[config.mk]
export PLATFORM = sky130hd
export DESIGN_NAME = consec_grant_monitor
export DESIGN_NICKNAME = d
export VERILOG_FILES = /design/src/rtl/consec_mon_pkg.sv /design/src/rtl/grant_run_chk.sv /design/src/rtl/consec_grant_monitor.sv
export SDC_FILE = /design/constraint.sdc
export NUM_CORES = 1
export LEC_CHECK = 0
export CORE_MARGIN = 3
export CORE_UTILIZATION = 32
export DETAILED_ROUTE_END_ITERATION = 10
export GPL_TIMING_DRIVEN = 0
export PLACE_DENSITY_LB_ADDON = 0.2
export SLEW_MARGIN = 20
export SYNTH_ARGS = -nofsm -noshare
export SYNTH_HDL_FRONTEND = slang
export SYNTH_SLANG_ARGS = --single-unit
[constraint.sdc]
create_clock -name clk -period 2.9 [get_ports clk]
set_input_delay 0.725 -clock clk [delete_from_list [all_inputs] [get_ports clk]]
set_output_delay 0.725 -clock clk [all_outputs]
set_load 0.03 [all_outputs]
[src/rtl/consec_mon_pkg.sv]
// Shared types for the consecutive-grant monitor.
//   chk_state_e : per-channel FSM state (idle, pre-sample delay, run, strict tail)
//   fail_code_e : reason reported alongside a fail pulse
package consec_mon_pkg;

    typedef enum logic [1:0] {
        StIdle  = 2'd0,
        StDelay = 2'd1,
        StRun   = 2'd2,
        StTail  = 2'd3
    } chk_state_e;

    typedef enum logic [1:0] {
        FcNone    = 2'd0,
        FcNoStart = 2'd1,
        FcShort   = 2'd2,
        FcLong    = 2'd3
    } fail_code_e;

    // Run counter must hold MAX_REP+1 (up to 256).
    localparam int unsigned RUN_W = 9;

endpackage

[src/rtl/grant_run_chk.sv]
// Single-channel consecutive-grant checker.
// After an accepted req, waits DELAY cycles, then expects grant high for at least
// MIN_REP consecutive samples (and at most MAX_REP when strict was set at start).
// Ports:
//   clk, rst_n       : clock, asynchronous active-low reset
//   en, strict       : accept enable, strict mode (latched at attempt start)
//   req, grant       : request and grant for this channel
//   busy             : attempt in progress
//   pass_o, fail_o   : one-cycle verdict pulses, fail_code valid with fail_o
//   drop_o           : one-cycle pulse for a req ignored while busy
//   pass_cnt/fail_cnt: saturating verdict counters
module grant_run_chk
    import consec_mon_pkg::*;
#(
    parameter int unsigned DELAY   = 1,
    parameter int unsigned MIN_REP = 3,
    parameter int unsigned MAX_REP = 5,
    parameter int unsigned CNT_W   = 16
) (
    input  logic             clk,
    input  logic             rst_n,
    input  logic             en,
    input  logic             strict,
    input  logic             req,
    input  logic             grant,
    output logic             busy,
    output logic             pass_o,
    output logic             fail_o,
    output logic [1:0]       fail_code,
    output logic             drop_o,
    output logic [CNT_W-1:0] pass_cnt,
    output logic [CNT_W-1:0] fail_cnt
);

    localparam logic [3:0]       DLY_INIT = (DELAY > 0) ? 4'(DELAY - 1) : 4'd0;
    localparam logic [RUN_W-1:0] MIN_L    = RUN_W'(MIN_REP);
    localparam logic [RUN_W-1:0] LONG_L   = RUN_W'(MAX_REP + 1);

    chk_state_e       state_q;
    logic [3:0]       dly_q;
    logic [RUN_W-1:0] run_q;
    logic [RUN_W-1:0] run_inc;
    logic             strict_q;
    logic             pass_q, fail_q, drop_q;
    fail_code_e       code_q;
    logic [CNT_W-1:0] pass_cnt_q, fail_cnt_q;

    logic       pass_d, fail_d;
    fail_code_e code_d;

    assign run_inc = run_q + RUN_W'(1);

    // Verdict decode for the current grant sample.
    always_comb begin
        pass_d = 1'b0;
        fail_d = 1'b0;
        code_d = FcNone;
        unique case (state_q)
            StRun: begin
                if (!grant) begin
                    fail_d = 1'b1;
                    code_d = (run_q == '0) ? FcNoStart : FcShort;
                end else if (run_inc == MIN_L && !strict_q) begin
                    pass_d = 1'b1;
                end
            end
            StTail: begin
                if (!grant) begin
                    pass_d = 1'b1;
                end else if (run_inc == LONG_L) begin
                    fail_d = 1'b1;
                    code_d = FcLong;
                end
            end
            default: ;
        endcase
    end

    always_ff @(posedge clk or negedge rst_n) begin
        if (!rst_n) begin
            state_q  <= StIdle;
            dly_q    <= '0;
            run_q    <= '0;
            strict_q <= 1'b0;
            pass_q   <= 1'b0;
            fail_q   <= 1'b0;
            code_q   <= FcNone;
            drop_q   <= 1'b0;
        end else begin
            pass_q <= pass_d;
            fail_q <= fail_d;
            code_q <= code_d;
            // The deciding edge still counts as busy, so a req there is dropped.
            drop_q <= req && (state_q != StIdle);
            unique case (state_q)
                StIdle: begin
                    if (req && en) begin
                        strict_q <= strict;
                        run_q    <= '0;
                        dly_q    <= DLY_INIT;
                        state_q  <= (DELAY == 0) ? StRun : StDelay;
                    end
                end
                StDelay: begin
                    if (dly_q == 4'd0) state_q <= StRun;
                    else               dly_q   <= dly_q - 4'd1;
                end
                StRun: begin
                    if (pass_d || fail_d) begin
                        state_q <= StIdle;
                    end else begin
                        run_q <= run_inc;
                        if (run_inc == MIN_L) state_q <= StTail;
                    end
                end
                StTail: begin
                    if (pass_d || fail_d) state_q <= StIdle;
                    else                  run_q   <= run_inc;
                end
                default: state_q <= StIdle;
            endcase
        end
    end

    always_ff @(posedge clk or negedge rst_n) begin
        if (!rst_n) begin
            pass_cnt_q <= '0;
            fail_cnt_q <= '0;
        end else begin
            if (pass_d && pass_cnt_q != '1) pass_cnt_q <= pass_cnt_q + CNT_W'(1);
            if (fail_d && fail_cnt_q != '1) fail_cnt_q <= fail_cnt_q + CNT_W'(1);
        end
    end

    assign busy      = (state_q != StIdle);
    assign pass_o    = pass_q;
    assign fail_o    = fail_q;
    assign fail_code = code_q;
    assign drop_o    = drop_q;
    assign pass_cnt  = pass_cnt_q;
    assign fail_cnt  = fail_cnt_q;

endmodule

[src/rtl/consec_grant_monitor.sv]
// Multi-channel consecutive-grant monitor: NUM_CH independent grant_run_chk instances.
// Ports:
//   clk, rst_n          : clock, asynchronous active-low reset
//   en, strict          : global accept enable, strict (MAX_REP) mode
//   req, grant          : per-channel request / grant vectors
//   busy, pass_o, fail_o, drop_o : per-channel status and one-cycle pulses
//   fail_code           : 2 bits per channel, valid with fail_o
//   pass_cnt, fail_cnt  : CNT_W bits per channel, saturating
module consec_grant_monitor
    import consec_mon_pkg::*;
#(
    parameter int unsigned NUM_CH  = 4,
    parameter int unsigned DELAY   = 1,
    parameter int unsigned MIN_REP = 3,
    parameter int unsigned MAX_REP = 5,
    parameter int unsigned CNT_W   = 16
) (
    input  logic                    clk,
    input  logic                    rst_n,
    input  logic                    en,
    input  logic                    strict,
    input  logic [NUM_CH-1:0]       req,
    input  logic [NUM_CH-1:0]       grant,
    output logic [NUM_CH-1:0]       busy,
    output logic [NUM_CH-1:0]       pass_o,
    output logic [NUM_CH-1:0]       fail_o,
    output logic [2*NUM_CH-1:0]     fail_code,
    output logic [NUM_CH-1:0]       drop_o,
    output logic [NUM_CH*CNT_W-1:0] pass_cnt,
    output logic [NUM_CH*CNT_W-1:0] fail_cnt
);

    for (genvar i = 0; i < NUM_CH; i++) begin : g_ch
        grant_run_chk #(
            .DELAY   (DELAY),
            .MIN_REP (MIN_REP),
            .MAX_REP (MAX_REP),
            .CNT_W   (CNT_W)
        ) u_chk (
            .clk       (clk),
            .rst_n     (rst_n),
            .en        (en),
            .strict    (strict),
            .req       (req[i]),
            .grant     (grant[i]),
            .busy      (busy[i]),
            .pass_o    (pass_o[i]),
            .fail_o    (fail_o[i]),
            .fail_code (fail_code[2*i +: 2]),
            .drop_o    (drop_o[i]),
            .pass_cnt  (pass_cnt[i*CNT_W +: CNT_W]),
            .fail_cnt  (fail_cnt[i*CNT_W +: CNT_W])
        );
    end

endmodule

Word-level counts from Yosys, hierarchy flattened
Cells that the tools add are included.

word-level totals
  input bits = 12
  output and inout port bits = 152
  bits in registers = 212
  word-level logic and storage cells = 276

operators by class
  reduce and logical (&&, ||, !) cells = 72
  eq/ne operators = 52
  muxes and demuxes = 96
  add/sub/neg operators = 16

operators with widths
  kind                                                    number
  adder 16 x 1 -> 16 bit (second input constant)          8
  inequality test 16 bit (second input constant)          8
  two-way mux 2 bit                                       36
  two-way mux 9 bit                                       8
  case mux 9 bit (2 select lines)                         4
  adder 9 x 1 -> 9 bit (second input constant)            4
  == test 9 x 2 -> 1 bit (second input constant)          4
  == test 9 x 3 -> 1 bit (second input constant)          4
  zero test 9 bit                                         4
  two-way mux 4 bit                                       8
  case mux 2 bit (4 select lines)                         4
  case mux 4 bit (2 select lines)                         4
  inequality test 2 x 1 -> 1 bit (second input constant)  12
  AND reduction 3 bit                                     8
  nonzero test 2 bit                                      12
  logical AND 1 bit                                       20
  two-way mux 1 bit                                       20
  == test 2 bit (second input constant)                   8
  zero test 4 bit                                         4
  inequality test 2 bit (second input constant)           8
  case mux 1 bit (2 select lines)                         8
  case mux 2 bit (2 select lines)                         4
  AND reduction 4 bit                                     4
  subtractor 4 x 1 -> 4 bit (second input constant)       4
  other kinds (7)                                         28

Logic depth before layout (Yosys ltp)
Gate-level depths: netlist of run 1.

  depth after elaboration = 9
  mapped depth = 10
  depth with buffers taken out = 9

Cells and area by module
A second synthesis of run 1 with hierarchy kept.

unflattened totals
  cells, all modules = 1170
  area, all modules = 11542.3 um^2

by module, submodules not included
  module                              sequential area each (um^2)  cells an instance  area each (um^2)  times used
  grant_run_chk at g_ch[0].u_chk ...  1326.3                       295                2901.5            3
  grant_run_chk at g_ch[3].u_chk      1326.3                       285                2837.7            1

Worst setup path before layout of run 1
Ideal clock, no wire load.

  path type = register -> register
  start = register g_ch[1].u_chk.run_q[5]
  end = register g_ch[1].u_chk.pass_cnt_q[1]
  arrival time = 2251 ps
  required time = 2775 ps
  path slack = 525 ps
  buffers on the path = 0
  period minus slack after synthesis = 2375 ps
  stages on the path, launching flop included = 7
  library setup time = 125 ps
  path through = dfrtp_1 > or4_4 > or3_4 > a21boi_2 > o21ai_2 > a21oi_2 > mux2_2

on the way
  longest elaborated chain between the ends = 7

RTL lines
  what                             RTL line              text
  from (decl)                      grant_run_chk.sv:41   logic [RUN_W-1:0] run_q;
  from (signal assigned)           grant_run_chk.sv:112  run_q <= run_inc;
  from (signal assigned)           grant_run_chk.sv:118  else run_q <= run_inc;
  adder 9 x 1 -> 9 bit             grant_run_chk.sv:51   assign run_inc = run_q + RUN_W'(1);
  == test 9 x 2 -> 1 bit           grant_run_chk.sv:63   end else if (run_inc == MIN_L && !strict_q) begin
  logical AND 1 bit                grant_run_chk.sv:63
  two-way mux 1 bit                grant_run_chk.sv:63
  two-way mux 1 bit                grant_run_chk.sv:60   if (!grant) begin
  case mux 1 bit (2 select lines)  grant_run_chk.sv:58   unique case (state_q)
  logical AND 1 bit                grant_run_chk.sv:130  if (pass_d && pass_cnt_q != '1) pass_cnt_q <= pass_cnt_q + CNT_W'(1);
  to (signal assigned)             grant_run_chk.sv:130
  to (decl)                        grant_run_chk.sv:46   logic [CNT_W-1:0] pass_cnt_q, fail_cnt_q;

Every way passes these cells.
A chain may end at the register's enable or synchronous reset.

Worst setup path in the final report of run 1
  start = register g_ch[2].u_chk.state_q[1]
  end = output busy[2]

on the way
  longest elaborated chain between the ends = 1

RTL lines
  what                    RTL line                    text
  from (decl)             grant_run_chk.sv:39         chk_state_e state_q;
  from (signal assigned)  grant_run_chk.sv:81         state_q <= StIdle;
  from (signal assigned)  grant_run_chk.sv:101        state_q <= (DELAY == 0) ? StRun : StDelay;
  from (signal assigned)  grant_run_chk.sv:105        if (dly_q == 4'd0) state_q <= StRun;
  nonzero test 2 bit      grant_run_chk.sv:135        assign busy = (state_q != StIdle);
  to (decl)               consec_grant_monitor.sv:24  output logic [NUM_CH-1:0] busy,

Every way passes these cells.

==> results.py, run 1 <==
metrics = {
    "setup_path": {
        "worstSetupPathType": "flip-flop to primary output",
        "arrival_ns": 2.06,
        "cp_num_buf_inv": 4,
        "cp-end-kind": "primary output",
        "cp_top_family": "buffers and inverters",
        "path_cells": "clkbuf_1, nor2_1, inv_1, buf_4, clkdlybuf4s50_1",
        "crit_path_max_fanout": 8,
        "start_kind": "flip-flop",
        "crit_slowest_cell": "clkdlybuf4s50_1",
        "required_ns": 2.17,
        "max_stage_delay_ns": 0.66,
    },
    "synthesis": {
        "yosys.area.top_type_share_pct": 48.6,
        "ys_types": 70,
        "syn_area_per_cell_um2": 10.0,
        "yosys_warnings": 0,
        "synth-seq-cells": 212,
        "seq_area_frac_synth_pct": 48.6,
        "syn_nets": 1134,
        "synthFlopType": "dfrtp_1",
        "async_flop_share_pct": 100,
        "syn-cell-area_mm2": 0.0109,
        "syn_inst": 1090,
        "netlist_top_cells_area": "dfrtp_1 49%, xnor2_1 7.3%, nand2_1 4.1%, ha_1 3.7%, nand3_1 3.4%",
        "yosysTopAreaCell": "dfrtp_1",
        "synth-edff-count": 0,
    },
    "sta": {
        "timing.slew.headroom_pct": 36.3,
        "worstMarginPinSlew_ns": 0.947,
        "fin_skew_ns": 0.0192,
        "final_max_slew_viol_count": 0,
        "rsz0062_at_grt": "yes",
        "hold_viol_final": 0,
        "clock.fmax_ghz": 0.359,
        "min_period_ns": 2.78,
        "fin_tns_setup_ns": 0,
        "fin_ws_ns": 0.115,
        "min_period_over_period_pct": 96.0,
        "setup_viol": 0,
    },
    "clocking": {
        "cts_buffers": 27,
        "h-tree-depth": 1,
        "clk_path_buf_depth": 3,
        "clkSinkCount": 212,
        "clk_latency_ns": 0.52,
        "cts_hold_buf": 0,
        "path_clk_slew_ns": 0.05,
        "clock-root-buffer": "clkbuf_16",
        "tritoncts": "built",
    },
    "die": {
        "core_mm2": 0.0330,
        "start_util_pct": 33.0,
        "die_area_mm2": 0.0363,
        "chipHeight_um": 191,
        "rows": 66,
        "fp.dieW_um": 191,
        "pin_count": 164,
    },
    "final_layout": {
        "mostFrequentLayoutCell": "dfrtp_1",
        "final_cell_mix": "212 x dfrtp_1, 159 x clkdlybuf4s50_1, 120 x nand2_1",
        "final_util_pct": 42.5,
        "n_antenna_cell": 0,
        "fillers": 3234,
        "drive_above_1_share_pct": 10.4,
        "nets": 1327,
        "finalInstanceArea_mm2": 0.0140,
        "syn2layout_area_growth_pct": 28.7,
    },
    "placement": {
        "port_buffers": 162,
        "dp_hpwl_mm": 17.5,
        "place.gp.congestion": 0.793,
        "post-place-ws_ns": -0.281,
        "dpl_cell_area_mm2": 0.0131,
    },
    "route": {
        "num_vias": 8426,
        "postRouteAntennaNets": 0,
        "drt-pass1-iter-count": 4,
        "via_per_inst": 4.84,
        "drtIter0Drc": 376,
        "wire_per_inst_um": 14.2,
        "routed_wl_mm": 24.8,
        "post-route-drc-count": 0,
    },
    "global_route": {
        "grt_pass1_wl_mm": 42.5,
        "grt_max_degree": 77,
        "grt.total_usage_pct": 13.7,
        "first_global_vias": 8438,
        "grt_remaining_overflow": 0,
        "antenna_found_initial": 1,
    },
    "outcome": {
        "status": "finished, final reports clean",
    },
    "power_and_ir_drop": {
        "power_density_mw_per_mm2": 746,
        "p_leak_nw": 6.15,
        "power_mw": 10.5,
        "vdd_drop_max_v": 0.000432,
    },
    "worst_hold_path": {
        "hp-class": "input port to asynchronous set/reset pin",
    },
    "job": {
        "maxCapViolations": 0,
    },
}
cell families (layout without fill, tap and decap cells):
group,Yosys count,count (layout),share of synthesized area [%]
AOI/OAI and AO/OA,140,140,8.87
xor gates and xnor gates,124,124,9.96
adders and majority gates,32,32,3.67
buffers and inverters,99,307,4.30
DFF,212,212,48.6
muxes,19,19,1.90
and+or+nand+nor,464,464,22.7
layer usage:
layer  up-vias  track usage [%]  share of wire (%)
met2       123             23.2                 47
met3        24             2.52                4.2
met4         2             2.82                1.3
met5         -                0              0.052
met1      4078             18.5                 47
li1       4199                -                  -
timing repair:
action,in CTS,in global routing
pin swaps,0,1
buffers inserted,0,2
setup endpoints to repair,4,34
resized for setup,3,9
power breakdown:
part           leakage [nW]  switching [mW]  internal [mW]
logic                  2.85            1.91           1.40
registers              2.88           0.523           3.41
clock network         0.419            1.23           1.99
total                  6.15            3.67           6.80
per-stage QoR:
stage,instances,hold slack (ns)
6_report,1740,0.134
5_1_grt,1740,0.171
4_1_cts,1740,0.148
3_5_place_dp,1696,0.464
3_3_place_gp,1694,0.476
2_1_floorplan,1090,0.429
worst paths after layout:
check                                                             from                                      to  slack, ns  depth (start not counted)
worst max-delay path              g_ch[2].u_chk.state_q[1]$_DFFE_PN0P_                                 busy[2]       0.12                          5
worst min-delay path                                             rst_n   g_ch[2].u_chk.fail_cnt[4]$_DFFE_PN0P_       0.13                          1
worst max register to register      g_ch[3].u_chk.run_q[0]$_DFFE_PN0P_  g_ch[3].u_chk.pass_cnt[13]$_DFFE_PN0P_       0.13                          9
worst min register to register  g_ch[0].u_chk.pass_cnt[10]$_DFFE_PN0P_  g_ch[0].u_chk.pass_cnt[10]$_DFFE_PN0P_       0.49                          1
max in group asynchronous                                        rst_n   g_ch[0].u_chk.pass_cnt[9]$_DFFE_PN0P_       1.97                          2
min in group clk                g_ch[0].u_chk.pass_cnt[10]$_DFFE_PN0P_  g_ch[0].u_chk.pass_cnt[10]$_DFFE_PN0P_       0.49                          1
flip-flops by register name, indices dropped and copies added (netlist names):
register	flops
g_ch.u_chk.fail_cnt	64
g_ch.u_chk.pass_cnt	64
g_ch.u_chk.run_q	36
g_ch.u_chk.dly_q	16
g_ch.u_chk.fail_code	8
g_ch.u_chk.state_q	8
g_ch.u_chk.drop_o	4
g_ch.u_chk.fail_o	4
g_ch.u_chk.pass_o	4
g_ch.u_chk.strict_q	4
synth_stat cells, types with 3 or more instances:
cell type	n
inv_1	46
nand2_1	120
xor2_1	33
clkbuf_1	25
nor3_1	33
o22ai_1	5
mux2i_1	5
o22a_1	3
o31ai_1	9
a21boi_2	3
nor2_1	37
or3_1	8
nand3_1	74
a21o_1	5
a22o_1	4
o21ai_0	49
a31oi_1	8
and2_2	4
and4_1	13
xnor2_1	91
nand4_1	54
buf_4	17
and2_1	16
o21a_1	4
dfrtp_1	212
a41oi_1	3
nand3b_1	7
o41ai_1	3
and3_2	4
ha_1	32
buf_2	7
nor4_1	14
a31o_2	4
and3_1	32
nor3b_1	6
mux2_2	13
nand2b_1	10
a21oi_1	19
nor2b_1	6
or2_2	13
final cells by class:
cell class                      count  area (um2)  share of cell area, %
Tap cell                          442         553                   3.94
Buffer                             50         287                   2.04
Timing Repair Buffer              166        1690                   12.1
Sequential cell                   212        5310                   37.8
Clock inverter                      7        87.6                  0.624
Clock buffer                       37         763                   5.43
Inverter                           47         176                   1.26
Multi-Input combinational cell    779        5180                   36.9
Note: power is estimated with default switching activity, not from simulation.
==> run 2, diff against run 1 <==
--- a/config.mk
+++ b/config.mk
@@ -6,7 +6,7 @@
 export NUM_CORES = 1
 export LEC_CHECK = 0
 export CORE_MARGIN = 3
-export CORE_UTILIZATION = 32
+export CORE_UTILIZATION = 55
 export DETAILED_ROUTE_END_ITERATION = 10
 export GPL_TIMING_DRIVEN = 0
 export PLACE_DENSITY_LB_ADDON = 0.2
==> results.py, run 2 (synthesis gave the netlist of run 1 again) <==
metrics = {
    "power_and_ir_drop": {
        "p_leak_nw": 6.12,
        "seqPwrFrac_pct": 38.6,
        "vdd_drop_max_v": 0.000489,
        "p_int_mw": 6.58,
        "p_clk_share_pct": 28.5,
        "p_switching_mw": 3.61,
        "power_density_mw_per_mm2": 742,
        "swShare_pct": 35.4,
        "pwr-share-comb_pct": 32.9,
    },
    "clocking": {
        "clkSinkCount": 212,
        "clock-root-buffer": "clkbuf_16",
        "clk_path_buf_depth": 3,
        "cts_buffers": 23,
        "clk_latency_ns": 0.51,
        "path_clk_slew_ns": 0.06,
        "tritoncts": "built",
        "h-tree-depth": 1,
        "cts_hold_buf": 0,
    },
    "sta": {
        "fin_skew_ns": 0.0212,
        "hold_viol_final": 0,
        "worstMarginPinSlew_ns": 0.707,
        "setup_viol": 0,
        "timing.slew.headroom_pct": 52.4,
        "fin_tns_setup_ns": 0,
        "min_period_over_period_pct": 95.1,
        "min_period_ns": 2.76,
        "final_max_slew_viol_count": 0,
        "rsz0062_at_grt": "no",
        "clock.fmax_ghz": 0.363,
    },
    "worst_hold_path": {
        "hp-class": "input port to asynchronous set/reset pin",
    },
    "final_layout": {
        "syn2layout_area_growth_pct": 25.8,
        "drive_above_1_share_pct": 10.3,
        "nets": 1324,
        "finalInstanceArea_mm2": 0.0137,
        "n_antenna_cell": 0,
        "mostFrequentLayoutCell": "dfrtp_1",
        "final_cells": 1556,
        "final_cell_mix": "212 x dfrtp_1, 159 x clkdlybuf4s50_1, 120 x nand2_1",
    },
    "setup_path": {
        "arrival_ns": 2.03,
        "cp-end-kind": "primary output",
        "required_ns": 2.17,
        "crit_path_max_fanout": 8,
        "rr_startpoint": "g_ch[0].u_chk.run_q[0]$_DFFE_PN0P_",
        "start_kind": "flip-flop",
        "crit_start": "g_ch[2].u_chk.state_q[1]$_DFFE_PN0P_",
        "worstSetupPathType": "flip-flop to primary output",
    },
    "global_route": {
        "grt_max_degree": 100,
        "grt_pass1_wl_mm": 41.3,
        "grt_remaining_overflow": 0,
        "antenna_found_initial": 0,
        "first_global_vias": 8422,
        "grt.total_usage_pct": 22.4,
    },
    "die": {
        "die_area_mm2": 0.0216,
        "rows": 50,
        "chipHeight_um": 147,
        "fp.dieW_um": 147,
        "start_util_pct": 57.2,
        "pin_count": 164,
        "core_mm2": 0.0191,
    },
    "placement": {
        "place_inst": 1514,
        "place.gp.congestion": 0.884,
        "dpl_cell_area_mm2": 0.0129,
        "port_buffers": 162,
        "dp_hpwl_mm": 17.2,
    },
    "route": {
        "drt-pass1-iter-count": 5,
        "via_per_inst": 5.54,
        "post-route-drc-count": 0,
        "routed_wl_mm": 24.3,
        "wire_per_inst_um": 15.6,
        "postRouteAntennaNets": 0,
        "drtIter0Drc": 393,
        "num_vias": 8628,
    },
    "job": {
        "maxCapViolations": 0,
    },
    "outcome": {
        "status": "finished, final reports clean",
    },
}
run 2: stage by stage:
stage / power [mW] / setup WS, ns / hold WS, ns / utilization [%]
after CTS: 10.2 / 0.00964 / 0.114 / 71.7
after global placement: 7.18 / -7.80 / 0.475 / 67.4
after detailed placement: 7.30 / -0.301 / 0.478 / 67.7
final: 10.2 / 0.143 / 0.111 / 71.9
after global routing: 10.9 / 0.00224 / 0.112 / 71.9
after floorplan: 6.16 / 0.525 / 0.429 / -
run 2: what timing repair did:
| action | 4_1_cts | 5_1_grt |
|---|---|---|
| cloned | 0 | 0 |
| pin swaps | 0 | 0 |
| setup endpoints to repair | 1 | 39 |
| gates resized for setup | 1 | 9 |
| buffers inserted | 0 | 3 |
run 2: metal layers:
metal | vias up | share of wire, % | track usage [%]
li1 | 4215 | - | -
met1 | 4210 | 45 | 30.5
met2 | 179 | 49 | 38.2
met3 | 24 | 3.9 | 3.70
met4 | 0 | 1.5 | 4.42
met5 | - | 0 | 0
run 2: worst paths after layout:
kind | end | slack [ns] | depth (start not counted)
max in group asynchronous | g_ch[3].u_chk.pass_cnt[0]$_DFFE_PN0P_ | 1.64 | 3
min in group clk | g_ch[0].u_chk.pass_cnt[9]$_DFFE_PN0P_ | 0.49 | 1
worst min-delay path | g_ch[0].u_chk.fail_cnt[8]$_DFFE_PN0P_ | 0.11 | 1
worst min register to register | g_ch[0].u_chk.pass_cnt[9]$_DFFE_PN0P_ | 0.49 | 1
worst max-delay path | busy[2] | 0.14 | 5
worst max register to register | g_ch[0].u_chk.pass_cnt[6]$_DFFE_PN0P_ | 0.20 | 9
run 2: power by group through the flow:
stage	registers (mW)	clock network, mW	logic [mW]
2_1_floorplan	4.20	0	1.96
3_3_place_gp	3.93	0	3.25
3_5_place_dp	3.94	0	3.36
4_1_cts	3.90	2.97	3.37
5_1_grt	4.01	3.12	3.73
6_report	3.93	2.90	3.35
run 2: worst max-delay path, stage by stage (launching register included):
cell             delay (ns)
dfrtp_1                0.32
clkbuf_1               0.25
nor2_1                 0.11
inv_1                  0.09
buf_4                  0.10
clkdlybuf4s50_1        0.66
run 2: cell type report:
cell class / count / area, um2
fillers: 1429 / 5360
inverters: 47 / 176
multi-input cells: 779 / 5160
repair buffers: 167 / 1710
plain buffers: 50 / 287
clock inverters: 6 / 62.6
well taps: 260 / 325
flip-flops and latches: 212 / 5310
clock buffers: 35 / 701
